File: config.mk
export PLATFORM = sky130hd
export DESIGN_NAME = mmio_uart_tx
export DESIGN_NICKNAME = d
export VERILOG_FILES = /design/src/rtl/mmio_uart_tx.sv
export SDC_FILE = /design/constraint.sdc
export NUM_CORES = 1
export LEC_CHECK = 0
export ABC_AREA = 1
export ABC_CLOCK_PERIOD_IN_PS = 3700
export BUFFER_PORTS_ARGS = -buffer_cell sky130_fd_sc_hd__buf_2
export CAP_MARGIN = 20
export CORE_UTILIZATION = 57
export CTS_CLUSTER_DIAMETER = 80
export DETAILED_ROUTE_END_ITERATION = 10
export GPL_TIMING_DRIVEN = 0
export PLACE_DENSITY_LB_ADDON = 0.12
export SYNTH_ARGS = -nofsm -noshare
export SYNTH_HDL_FRONTEND = slang
export SYNTH_SLANG_ARGS = --single-unit
File: constraint.sdc
create_clock -name clk -period 3.7 [get_ports clk]
set_clock_uncertainty 0.15 [all_clocks]
set_input_delay 0.37 -clock clk [delete_from_list [all_inputs] [get_ports clk]]
set_output_delay 0.37 -clock clk [all_outputs]
set_load 0.05 [all_outputs]
File: src/rtl/mmio_uart_tx.sv
// mmio_uart_tx: memory-mapped UART transmitter with a byte FIFO and a programmable baud divisor.
module mmio_uart_tx #(
  parameter logic [31:0] BASE_ADDR  = 32'hFFFF0100,
  parameter int          FIFO_DEPTH = 8,
  parameter logic [15:0] DIV_RESET  = 16'd434
) (
  input  logic        clk,
  input  logic        reset,
  input  logic        memwrite,
  input  logic [31:0] memaddr,
  input  logic [31:0] memwritedata,
  output logic        hit,
  output logic [31:0] memreaddata,
  output logic        txd
);
  localparam int AW = $clog2(FIFO_DEPTH);
  typedef enum logic [1:0] {IDLE, START, DATA, STOP} state_t;
  state_t          state;
  logic [7:0]      mem [FIFO_DEPTH];
  logic [AW-1:0]   wp, rp;
  logic [4:0]      count;
  logic            overflow;
  logic [15:0]     div, cnt;
  logic [2:0]      bitn;
  logic [7:0]      sh;
  logic            we, push, pop, full, empty, bit_end, unused_bits;
  logic [31:0]     status;
  always_comb begin
    hit         = memaddr[31:4] == BASE_ADDR[31:4];
    we          = hit & memwrite;
    full        = count == 5'(FIFO_DEPTH);
    empty       = count == 5'd0;
    bit_end     = cnt == 16'd0;
    pop         = !empty && (state == IDLE || (state == STOP && bit_end));
    push        = we && memaddr[3:0] == 4'h0 && (!full || pop);
    status      = {23'b0, count, overflow, empty, full, state != IDLE};
    memreaddata = !hit ? 32'b0 : memaddr[3:0] == 4'h4 ? status :
                  memaddr[3:0] == 4'h8 ? {16'b0, div} : 32'b0;
    unused_bits = ^memwritedata[31:16];
  end
  always_ff @(posedge clk)
    if (push) mem[wp] <= memwritedata[7:0];
  always_ff @(posedge clk or posedge reset)
    if (reset) begin
      state    <= IDLE;
      txd      <= 1'b1;
      wp       <= '0;
      rp       <= '0;
      count    <= 5'd0;
      overflow <= 1'b0;
      div      <= DIV_RESET;
      cnt      <= 16'd0;
      bitn     <= 3'd0;
      sh       <= 8'd0;
    end else begin
      if (push) wp <= wp + 1'b1;
      if (pop) rp <= rp + 1'b1;
      count <= count + 5'(push) - 5'(pop);
      if (we && memaddr[3:0] == 4'h0 && full && !pop) overflow <= 1'b1;
      else if (we && memaddr[3:0] == 4'h4 && memwritedata[3]) overflow <= 1'b0;
      if (we && memaddr[3:0] == 4'h8) div <= memwritedata[15:0] == 16'd0 ? 16'd1 : memwritedata[15:0];
      // cnt reloads from div only at bit boundaries, so a new divisor waits for the next bit
      case (state)
        IDLE: if (pop) begin
          sh    <= mem[rp];
          txd   <= 1'b0;
          cnt   <= div - 16'd1;
          state <= START;
        end
        START: if (bit_end) begin
          txd   <= sh[0];
          bitn  <= 3'd0;
          cnt   <= div - 16'd1;
          state <= DATA;
        end else cnt <= cnt - 16'd1;
        DATA: if (bit_end) begin
          cnt <= div - 16'd1;
          if (bitn == 3'd7) begin
            txd   <= 1'b1;
            state <= STOP;
          end else begin
            txd  <= sh[1];
            sh   <= sh >> 1;
            bitn <= bitn + 3'd1;
          end
        end else cnt <= cnt - 16'd1;
        STOP: if (bit_end) begin
          sh    <= mem[rp];
          txd   <= !pop;
          cnt   <= pop ? div - 16'd1 : 16'd0;
          state <= pop ? START : IDLE;
        end else cnt <= cnt - 16'd1;
        default: state <= IDLE;
      endcase
    end
endmodule

==> metrics.csv, run 1 <==
metric,value,unit
status,"complete, no violations",
clkTransAtPathRegs,0.06,ns
reg2reg_from,cnt[0],
dp_cells,1001,
setup-tns-final,0,ns
grt_usage,28.45,%
antenna_cells,0,
multi_input_area,2781,µm²
synth-seq-cells,122,
grt_first_pass_wirelength,25160,µm
register_area,3381,µm²
critPathLaunchType,register,
dp_slack,0.3052,ns
routed_wl,15830,µm
cts_tree,built,
startpoint,cnt[0],
slew_headroom,42.21,%
timing.fmax,291.5,MHz
fin_nets,964,
placed_area,7257,µm²
chipWidth,110.1,µm
core,11420,µm²
cts_resized,0,
synth_top_area_share,28.85,%
fin_util,68.93,%
path_max_fanout,6,
hold_viol_final,0,
max_cap_violations,0,
swShare,22.05,%
maxSlewViolCount,0,
dp_hpwl,11490,µm
routedWlPerCell,15.31,µm
grt.overflow.total,0,
cts_num_sinks,122,
ys_seq_area_share,50.75,%
cts_max_level,4,
p_leak,3.580,nW
path_class,register to register,
ios,101,
p_int,0.002522,W
syn_area,6661,µm²
critPathCaptureType,register,
layout.cells.non_filler,1034,
synth_area_leader_cell,edfxtp_1,
drc,0,
first_iter_violations,480,
p_clk_share,52.0,%
avgSynthCellArea,8.606,µm²
rows,39,
finalCritPeriodShare,92.73,%
power_per_cell_area,411.1,nW/µm²
synth_warnings,0,
fin_area,7871,µm²
setup_violations,0,
hp-start,memwritedata[12],
netlist_instances,774,
drt_pass1_iterations,6,
grt_pass1_vias,5142,
arrival,3.59,ns
period_minus_slack,3.431,ns
worst_pin_slew,0.8636,ns
seq_power_share,44.3,%
cts_buffers,17,
vias,5603,
start_util,58.34,%
fillers,908,
antenna_found_initial,0,
gp_congestion,0.9181,
dieHeight,110.1,µm
p_comb_share,3.8,%
clk_latency,0.43,ns
die-area,12120,µm²
grt_max_degree,34,
power_switching,0.0007134,W
min_path_type,primary input to register,
syn_to_final_growth,18.16,%
worstPathRequired,3.86,ns
synth_area_leaders,"edfxtp_1 (29%), dfrtp_1 (20%), nand2_1 (9.5%)",
max-vdd-ir-drop,320.3,µV
post_cts_buffers,0,
root_buffer,clkbuf_16,
synth.distinct_cells,38,
cts_hold_buf,1,
ant_nets,0,
viasPerCell,5.419,
rsz0062_at_grt,no,
drive_gt1_share,19.53,%
setup_slack,0.2691,ns
cts_buffer_depth,2,
port_buffers,68,
## through the flow
| stage | power [W] | hold slack [ns] |
|---|---|---|
| floorplan | 0.001528 | 0.2959 |
| global placement | 0.001574 | 0.3069 |
| detailed placement | 0.001579 | 0.3119 |
| CTS | 0.003237 | 0.01782 |
| global route | 0.003314 | 0.03394 |
| finish | 0.003236 | 0.02108 |
## worst max-delay path, cell delays in order, from the launching register on
cell,delay (ns)
dfrtp_1,0.39
inv_1,0.11
ha_1,0.22
nand2_2,0.14
nor2_8,0.18
nand3_1,0.09
nand2_1,0.10
nand2_2,0.13
nand2_1,0.23
nand2_2,0.12
ha_1,0.31
inv_1,0.05
ha_1,0.15
inv_1,0.06
fa_1,0.39
o21ai_0,0.23
a21oi_1,0.12
xor2_1,0.15
## power by group through the flow
stage	sequential [W]	combinational, W	clock (W)
after floorplan	0.00146	0.0000687	0
after global placement	0.00146	0.000115	0
after detailed placement	0.00146	0.000121	0
after CTS	0.00143	0.000122	0.00168
after global routing	0.00143	0.000135	0.00175
final	0.00143	0.000122	0.00168
## kinds of logic after synthesis
| kind of cell | share of synthesized area (%) |
|---|---|
| AND/OR/NAND/NOR | 23.87 |
| flip-flops | 50.75 |
| adder cells (fa/ha/maj) | 3.682 |
| AO/OA/AOI/OAI | 10.54 |
| buffers and inverters | 8.340 |
| XOR/XNOR | 2.761 |
| other | 0.05629 |
## routing by layer
metal	vias to the layer above	track usage (%)	share of wire, %
met1	2608	37.37	43
met3	30	6.467	6.8
li1	2736	-	-
met5	-	0	0
met2	229	45.85	47
met4	0	11.37	2.3
## layout make-up
class / instances / share of cell area (%)
multi-input cells: 542 / 35.34
clock buffers: 19 / 5.897
plain buffers: 38 / 2.909
clock inverters: 13 / 1.780
inverters: 87 / 4.149
well taps: 143 / 2.273
flip-flops and latches: 122 / 42.95
repair buffers: 70 / 4.705
## flip-flops by register name, summed over array words and instances, names as in the netlist
name / flops
bitn: 3
cnt: 16
count: 5
mem: 64
overflow: 1
sh: 8
txd: 1
rp: 3
state: 2
wp: 3
div: 16
## placed cells by master, fill, tap and decap left out, drive strengths merged, types with 4 or more instances in the layout
cell	instances
ha	18
conb	16
o211ai	8
nand2	177
clkbuf	29
nor2	97
clkinv	8
nor4	4
inv	89
o21ai	101
xnor2	5
a21oi	7
edfxtp	64
o22ai	5
dfstp	6
nor3	9
nand4	11
dfrtp	52
nand3	56
xor2	16
or2	6
buf	97
## final timing paths
kind | end | slack [ns] | cells past startpoint
setup / recovery | count[4] | 0.27 | 17
hold / removal | div[12] | 0.02 | 3
setup reg to reg | count[4] | 0.27 | 17
hold reg to reg | txd | 0.32 | 2
max in group asynchronous | div[4] | 2.23 | 4
min in group asynchronous | bitn[1] | 0.48 | 3
## Yosys cell counts, drive strengths merged
master	instances
or2	6
dfrtp	52
clkbuf	10
conb	1
a21oi	7
o211ai	8
a211oi	1
nand4	11
nand3b	2
nor4	4
o22ai	5
inv	86
dfstp	6
nor2	97
o21ai	101
edfxtp	64
nor3	9
xnor2	5
o221ai	2
nand3	56
clkinv	1
buf	28
fa	1
ha	18
nand2	177
xor2	16
Power figures use the tool's default switching activity.
==> run 2: changes to the inputs <==
--- a/config.mk
+++ b/config.mk
@@ -5,7 +5,6 @@
 export SDC_FILE = /design/constraint.sdc
 export NUM_CORES = 1
 export LEC_CHECK = 0
-export ABC_AREA = 1
 export ABC_CLOCK_PERIOD_IN_PS = 3700
 export BUFFER_PORTS_ARGS = -buffer_cell sky130_fd_sc_hd__buf_2
 export CAP_MARGIN = 20
==> run 2 against run 1 <==
  * Sequential share of layout area is 0.43 points higher
  * Total power is 8.4% higher
  * Area after synthesis is 4.3% lower
  * Setup slack worse by 0.057 ns
  * Final area is 0.99% lower
  * Sequential power is 3% higher
  * Core utilization is 2.6 points higher
  * Via count is 17% lower
  * Clock power is 4% lower
  * Final cell count is 24% lower
  * Global-route usage is 0.81 points lower
  * Die area is 4.2% lower
==> metrics.csv, run 2 <==
metric,value,unit
power_switching,0.0009174,W
slowest_stage,dfrtp_1,
synthTopCellsByCount,"edfxtp_1 (64), dfrtp_1 (52), o21ai_0 (33), nand2_1 (30), nor2_1 (26)",
cts_num_sinks,122,
maxSlewViolCount,0,
grt_max_degree,42,
viasPerCell,5.938,
cpPeakStageDelay,0.41,ns
synth-seq-cells,122,
start_util,58.55,%
synth_top_area_share,30.15,%
swShare,26.16,%
die-area,11610,µm²
path_cells,inv_2 -> ha_4 -> nor4b_4 -> and4_1 -> buf_4 -> a31o_2 -> nor3b_4 -> inv_4 -> ha_1 -> inv_1 -> ha_1 -> inv_1 -> fa_2 -> inv_1 -> a21oi_1 -> nor2_1 -> nor2_1 -> xnor2_1,
core,10890,µm²
path_class,register to register,
crit_family,adder cells,
clk_latency,0.53,ns
reg_top3,"mem (64), cnt (16), div (16)",
power_per_cell_area,449.9,nW/µm²
rr_worst_depth,18,
busiest_layer,met2,
cts_tree,built,
use_met1,37.22,%
first_iter_violations,295,
slew_headroom,39.89,%
grt_usage,27.64,%
antenna_cells,0,
cpMostUsedCell,inv_1,
cp_num_buf_inv,6,
routed_wl,14710,µm
grt.overflow.total,0,
yosysMostFrequentCell,edfxtp_1,
max-vdd-ir-drop,458.8,µV
clkTransAtPathRegs,0.06,ns
rows,38,
ys_seq_area_share,53.03,%
drt_pass1_iterations,5,
ant_nets,0,
chipWidth,107.8,µm
startpoint,cnt[0],
p_leak,3.309,nW
timing.fmax,286.7,MHz
r2r_setup_slack,0.21,ns
syn_to_final_growth,22.26,%
p_int,0.002589,W
layout_commonest_cell,buf_2,
async_reset_ff_share,47.54,%
status,"complete, no violations",
largest_reg_flops,64,
synth_edf_count,64,
grtUsageMet2,43.54,%
cts_buffers,17,
cts_buffer_depth,2,
fin_area,7794,µm²
vias,4661,
synth_area_leader_cell,edfxtp_1,
gp_congestion,0.8894,
finalCritPeriodShare,94.27,%
grt_pass1_vias,4607,
r2r_end,count[4],
port_buffers,68,
hold_depth,1,
syn_area,6375,µm²
fin_util,71.58,%
max_cap_violations,0,
worst_pin_slew,0.8993,ns
hold_viol_final,0,
seq_power_share,42.0,%
root_buffer,clkbuf_8,
synth_area_leaders,"edfxtp_1 (30%), dfrtp_1 (20%), mux4_2 (5.7%)",
regMostFlops,mem,
routedWlPerCell,18.74,µm
grt_first_pass_wirelength,23670,µm
netlist_instances,510,
cts_max_level,4,
placed_area,7041,µm²
setup_violations,0,
avgSynthCellArea,12.50,µm²
use_met3,6.598,%
dp_hpwl,10380,µm
drc,0,
critPathLaunchType,register,
antenna_found_initial,0,
p_clk_share,46.3,%
critPathCaptureType,register,
path_depth,18,
path_max_fanout,8,
period_minus_slack,3.488,ns
worstPathRequired,3.96,ns
reg2reg_from,cnt[0],
min_path_type,primary input to register,
ys.flop_type,edfxtp_1,
synth_warnings,0,
ios,101,
p_comb_share,11.7,%
crit_end,count[4],
dieHeight,107.8,µm
arrival,3.75,ns
drive_gt1_share,30.54,%
most-common-layout-cells,"buf_2 (71), edfxtp_1 (64), dfrtp_1 (52)",
synth.distinct_cells,69,
fin_nets,718,
fillers,752,
## run 2: cell types whose count changed in the layout (fill, tap and decap cells not counted), moves of 10 or more
cell,delta
a22o_1,+11
and3_1,+10
inv_1,-66
mux2_2,+10
mux4_2,+16
nand2_1,-138
nand3_1,-45
nor2_1,-65
o21ai_0,-48
o21ai_2,-12
## run 2: what timing repair did
action                                 CTS  global route
pin swaps                                0             0
buffers inserted                         2             2
endpoints found under the hold margin   24             0
setup endpoints to repair                1             2
gates resized for setup                  2            10
hold buffers                             9             0
## run 2: layout make-up
| type | instances | area, µm² | share of cell area, % |
|---|---|---|---|
| Buffer | 33 | 201.4 | 2.585 |
| Clock buffer | 18 | 417.9 | 5.362 |
| Clock inverter | 14 | 160.2 | 2.055 |
| Inverter | 22 | 86.33 | 1.108 |
| Multi-Input combinational cell | 348 | 2849 | 36.55 |
| Sequential cell | 122 | 3381 | 43.38 |
| Tap cell | 140 | 175.2 | 2.248 |
| Timing Repair Buffer | 88 | 523.0 | 6.711 |
## run 2: cells by family (layout without fill, tap and decap cells)
| family | Yosys count | in the layout | synth area share [%] |
|---|---|---|---|
| mux | 52 | 52 | 12.37 |
| simple gates | 145 | 145 | 13.29 |
| other cells | 1 | 16 | 0.05882 |
| compound gates | 96 | 96 | 10.23 |
| flops | 122 | 122 | 53.03 |
| xor+xnor | 20 | 20 | 2.748 |
| fa+ha+maj | 19 | 19 | 3.847 |
| buf+inv | 55 | 175 | 4.435 |
## run 2: power by group through the flow
stage	registers (W)	logic (W)	clock network, W
after global routing	0.00148	0.000447	0.00170
after global placement	0.00150	0.000378	0
after detailed placement	0.00150	0.000396	0
final	0.00147	0.000411	0.00162
after floorplan	0.00152	0.000258	0
after CTS	0.00147	0.000409	0.00164
## run 2: worst min path at each step
stage               startpoint   endpoint  slack, ns
2_1_floorplan            sh[2]      sh[2]       0.31
3_3_place_gp               txd        txd       0.31
3_5_place_dp             reset    bitn[0]       0.25
4_1_cts        memwritedata[7]  mem[7][7]      0.004
5_1_grt        memwritedata[7]  mem[6][7]      0.008
6_report       memwritedata[0]  mem[6][0]       0.02
## run 2: metal layers
layer / part of all wire, % / wire length [µm]
met1: 45 / 6574
met2: 48 / 7058
met3: 5.3 / 775
met4: 2.1 / 304
met5: 0 / 0
## run 2: metrics by stage
stage          setup slack, ns   TNS [ns]  cells  power [W]  hold slack (ns)
6_report                0.2120          0    785   0.003506          0.02262
5_1_grt              -0.008525  -0.008525    785   0.003621         0.008105
4_1_cts                0.05665          0    783   0.003521         0.004213
3_5_place_dp           -0.1593    -0.1593    740   0.001895           0.2451
3_3_place_gp           -0.5626     -18.08    733   0.001877           0.3116
2_1_floorplan           0.3446          0    525   0.001776           0.3080
==> run 3: changes to the inputs <==
--- a/config.mk
+++ b/config.mk
@@ -6,13 +6,15 @@
 export NUM_CORES = 1
 export LEC_CHECK = 0
 export ABC_CLOCK_PERIOD_IN_PS = 3700
-export BUFFER_PORTS_ARGS = -buffer_cell sky130_fd_sc_hd__buf_2
 export CAP_MARGIN = 20
-export CORE_UTILIZATION = 57
+export CORE_UTILIZATION = 60
+export CTS_BUF_LIST = sky130_fd_sc_hd__clkbuf_4
 export CTS_CLUSTER_DIAMETER = 80
 export DETAILED_ROUTE_END_ITERATION = 10
+export DONT_BUFFER_PORTS = 1
 export GPL_TIMING_DRIVEN = 0
 export PLACE_DENSITY_LB_ADDON = 0.12
 export SYNTH_ARGS = -nofsm -noshare
 export SYNTH_HDL_FRONTEND = slang
 export SYNTH_SLANG_ARGS = --single-unit
+export TNS_END_PERCENT = 10
==> run 3 against run 2 <==
  * Largest cell class unchanged
  * Core utilization decreased by 0.72 points
  * Final area decreased by 6.1%
  * Combinational power decreased by 14%
  * Count of clock-buffer cells in the layout increased by 1
  * Non-clock buffer count decreased by 57
  * Register-to-register slack got worse by 0.05 ns
  * Critical path type unchanged
  * First-iteration DRC count decreased by 11%
==> metrics.csv, run 3 (synthesized netlist as in run 2, its figures left out) <==
metric,value,unit
startpoint,cnt[1],
critPathLaunchType,register,
fin_nets,661,
clk_latency,0.55,ns
vias,4459,
cts_buffer_depth,2,
setup-tns-final,0,ns
reg2reg_from,cnt[1],
chipWidth,105.1,µm
root_buffer,clkbuf_4,
p_leak,2.960,nW
core,10320,µm²
setup_violations,0,
cts_num_sinks,122,
cts_buffers,17,
syn_to_final_growth,14.76,%
largest_reg_flops,64,
placed_area,6698,µm²
cts_tree,built,
routed_wl,14170,µm
dieHeight,105.1,µm
drt_pass1_iterations,5,
grt_max_degree,43,
r2r_end,count[4],
port_buffers,0,
worst_pin_slew,1.098,ns
rr_worst_depth,18,
crit_end,count[4],
gp_congestion,0.8351,
antenna_cells,0,
reg_top3,"mem (64), cnt (16), div (16)",
cpMostUsedCell,inv_1,
finalCritPeriodShare,95.59,%
path_cells,inv_1 -> ha_4 -> nor4b_4 -> and4_1 -> buf_4 -> a31o_4 -> nor3b_4 -> inv_4 -> ha_1 -> inv_1 -> ha_1 -> inv_1 -> fa_1 -> inv_1 -> a21oi_1 -> nor2_1 -> nor2_1 -> xnor2_1,
maxSlewViolCount,0,
dp_hpwl,10080,µm
critPathCaptureType,register,
grt_pass1_vias,4421,
cts_max_level,4,
grt_first_pass_wirelength,22690,µm
viasPerCell,6.159,
slowest_stage,dfrtp_1,
path_max_fanout,8,
clkTransAtPathRegs,0.11,ns
die-area,11040,µm²
rows,37,
register_area,3381,µm²
first_iter_violations,264,
worstPathRequired,3.98,ns
arrival,3.82,ns
cp_num_buf_inv,6,
power_per_cell_area,400.2,nW/µm²
grt_usage,27.61,%
fin_util,70.86,%
timing.fmax,282.7,MHz
max_cap_violations,0,
ant_nets,0,
routedWlPerCell,19.57,µm
drc,0,
fin_area,7316,µm²
p_clk_share,36.8,%
period_minus_slack,3.537,ns
most-common-layout-cells,"edfxtp_1 (64), dfrtp_1 (52), o21ai_0 (33)",
antenna_found_initial,0,
drive_gt1_share,21.77,%
slew_headroom,27.01,%
cpPeakStageDelay,0.43,ns
hold_viol_final,0,
fillers,747,
regMostFlops,mem,
path_class,register to register,
p_int,0.002156,W
min_path_type,primary input to register,
swShare,26.36,%
r2r_setup_slack,0.16,ns
dp_cells,668,
start_util,61.75,%
max-vdd-ir-drop,348.8,µV
power_switching,0.0007717,W
seq_power_share,51.1,%
ios,101,
layout.cells.non_filler,724,
crit_family,adder cells,
p_comb_share,12.1,%
hold_ws,0.03688,ns
multi_input_area,2846,µm²
layout_commonest_cell,edfxtp_1,
path_depth,18,
grt.overflow.total,0,
status,"complete, no violations",
run 3: changes by cell type in the layout (fill, tap and decap cells not counted), sizes merged:
cell / delta
clkinvlp: -2
dlygate4sd3: +12
clkinv: +1
clkbuf: +1
bufinv: +2
buf: -69
inv: -2
run 3: stage by stage:
stage | power (W) | setup slack (ns)
5_1_grt | 0.003041 | -0.02538
4_1_cts | 0.002945 | 0.01049
6_report | 0.002928 | 0.1632
2_1_floorplan | 0.001776 | 0.3446
3_5_place_dp | 0.001849 | -0.1850
3_3_place_gp | 0.001833 | -0.4972
run 3: worst min-delay path by stage:
stage	slack, ns	startpoint	cells past startpoint	to
6_report	0.04	memwritedata[5]	3	div[0]
5_1_grt	0.03	memwritedata[5]	3	div[0]
4_1_cts	0.004	memwritedata[5]	3	div[0]
3_5_place_dp	0.11	reset	1	bitn[1]
3_3_place_gp	0.32	sh[7]	1	sh[7]
2_1_floorplan	0.31	sh[2]	1	sh[2]
run 3: what timing repair did:
| action | in CTS | in global routing |
|---|---|---|
| endpoints found under the setup margin | 2 | 1 |
| gates cloned | 0 | 0 |
| resized for setup | 1 | 10 |
| hold buffers | 21 | 0 |
| setup buffers | 2 | 1 |
| hold endpoints to repair | 134 | 0 |
run 3: final cells by class:
type,instances,share of cell area [%]
clock inverter,13,2.600
tap,136,2.326
multi-input combinational,348,38.91
timing repair buffer,31,4.070
clock buffer,19,1.950
sequential,122,46.21
buffer,33,2.754
inverter,22,1.180
run 3: per-layer routing:
layer | vias up | track usage, % | part of all wire, %
met5 | - | 0 | 0
met4 | 0 | 10.87 | 1.8
met3 | 24 | 8.110 | 7.3
met2 | 198 | 43.85 | 49
met1 | 2179 | 35.85 | 42
li1 | 2058 | - | -
run 3: worst register-to-register path, stage by stage (launching register included):
cell and delay, ns:
dfrtp_1 0.43, inv_1 0.11, ha_4 0.16, nor4b_4 0.24
and4_1 0.23, buf_4 0.17, a31o_4 0.19, nor3b_4 0.26
inv_4 0.10, ha_1 0.30, inv_1 0.06, ha_1 0.17
inv_1 0.06, fa_1 0.41, inv_1 0.07, a21oi_1 0.06
nor2_1 0.09, nor2_1 0.06, xnor2_1 0.12
run 3: power groups by stage:
stage | clock network, W | registers (W) | logic (W)
5_1_grt | 0.00115 | 0.00150 | 0.000390
6_report | 0.00108 | 0.00150 | 0.000355
3_5_place_dp | 0 | 0.00152 | 0.000325
3_3_place_gp | 0 | 0.00152 | 0.000310
2_1_floorplan | 0 | 0.00152 | 0.000258
4_1_cts | 0.00109 | 0.00150 | 0.000355
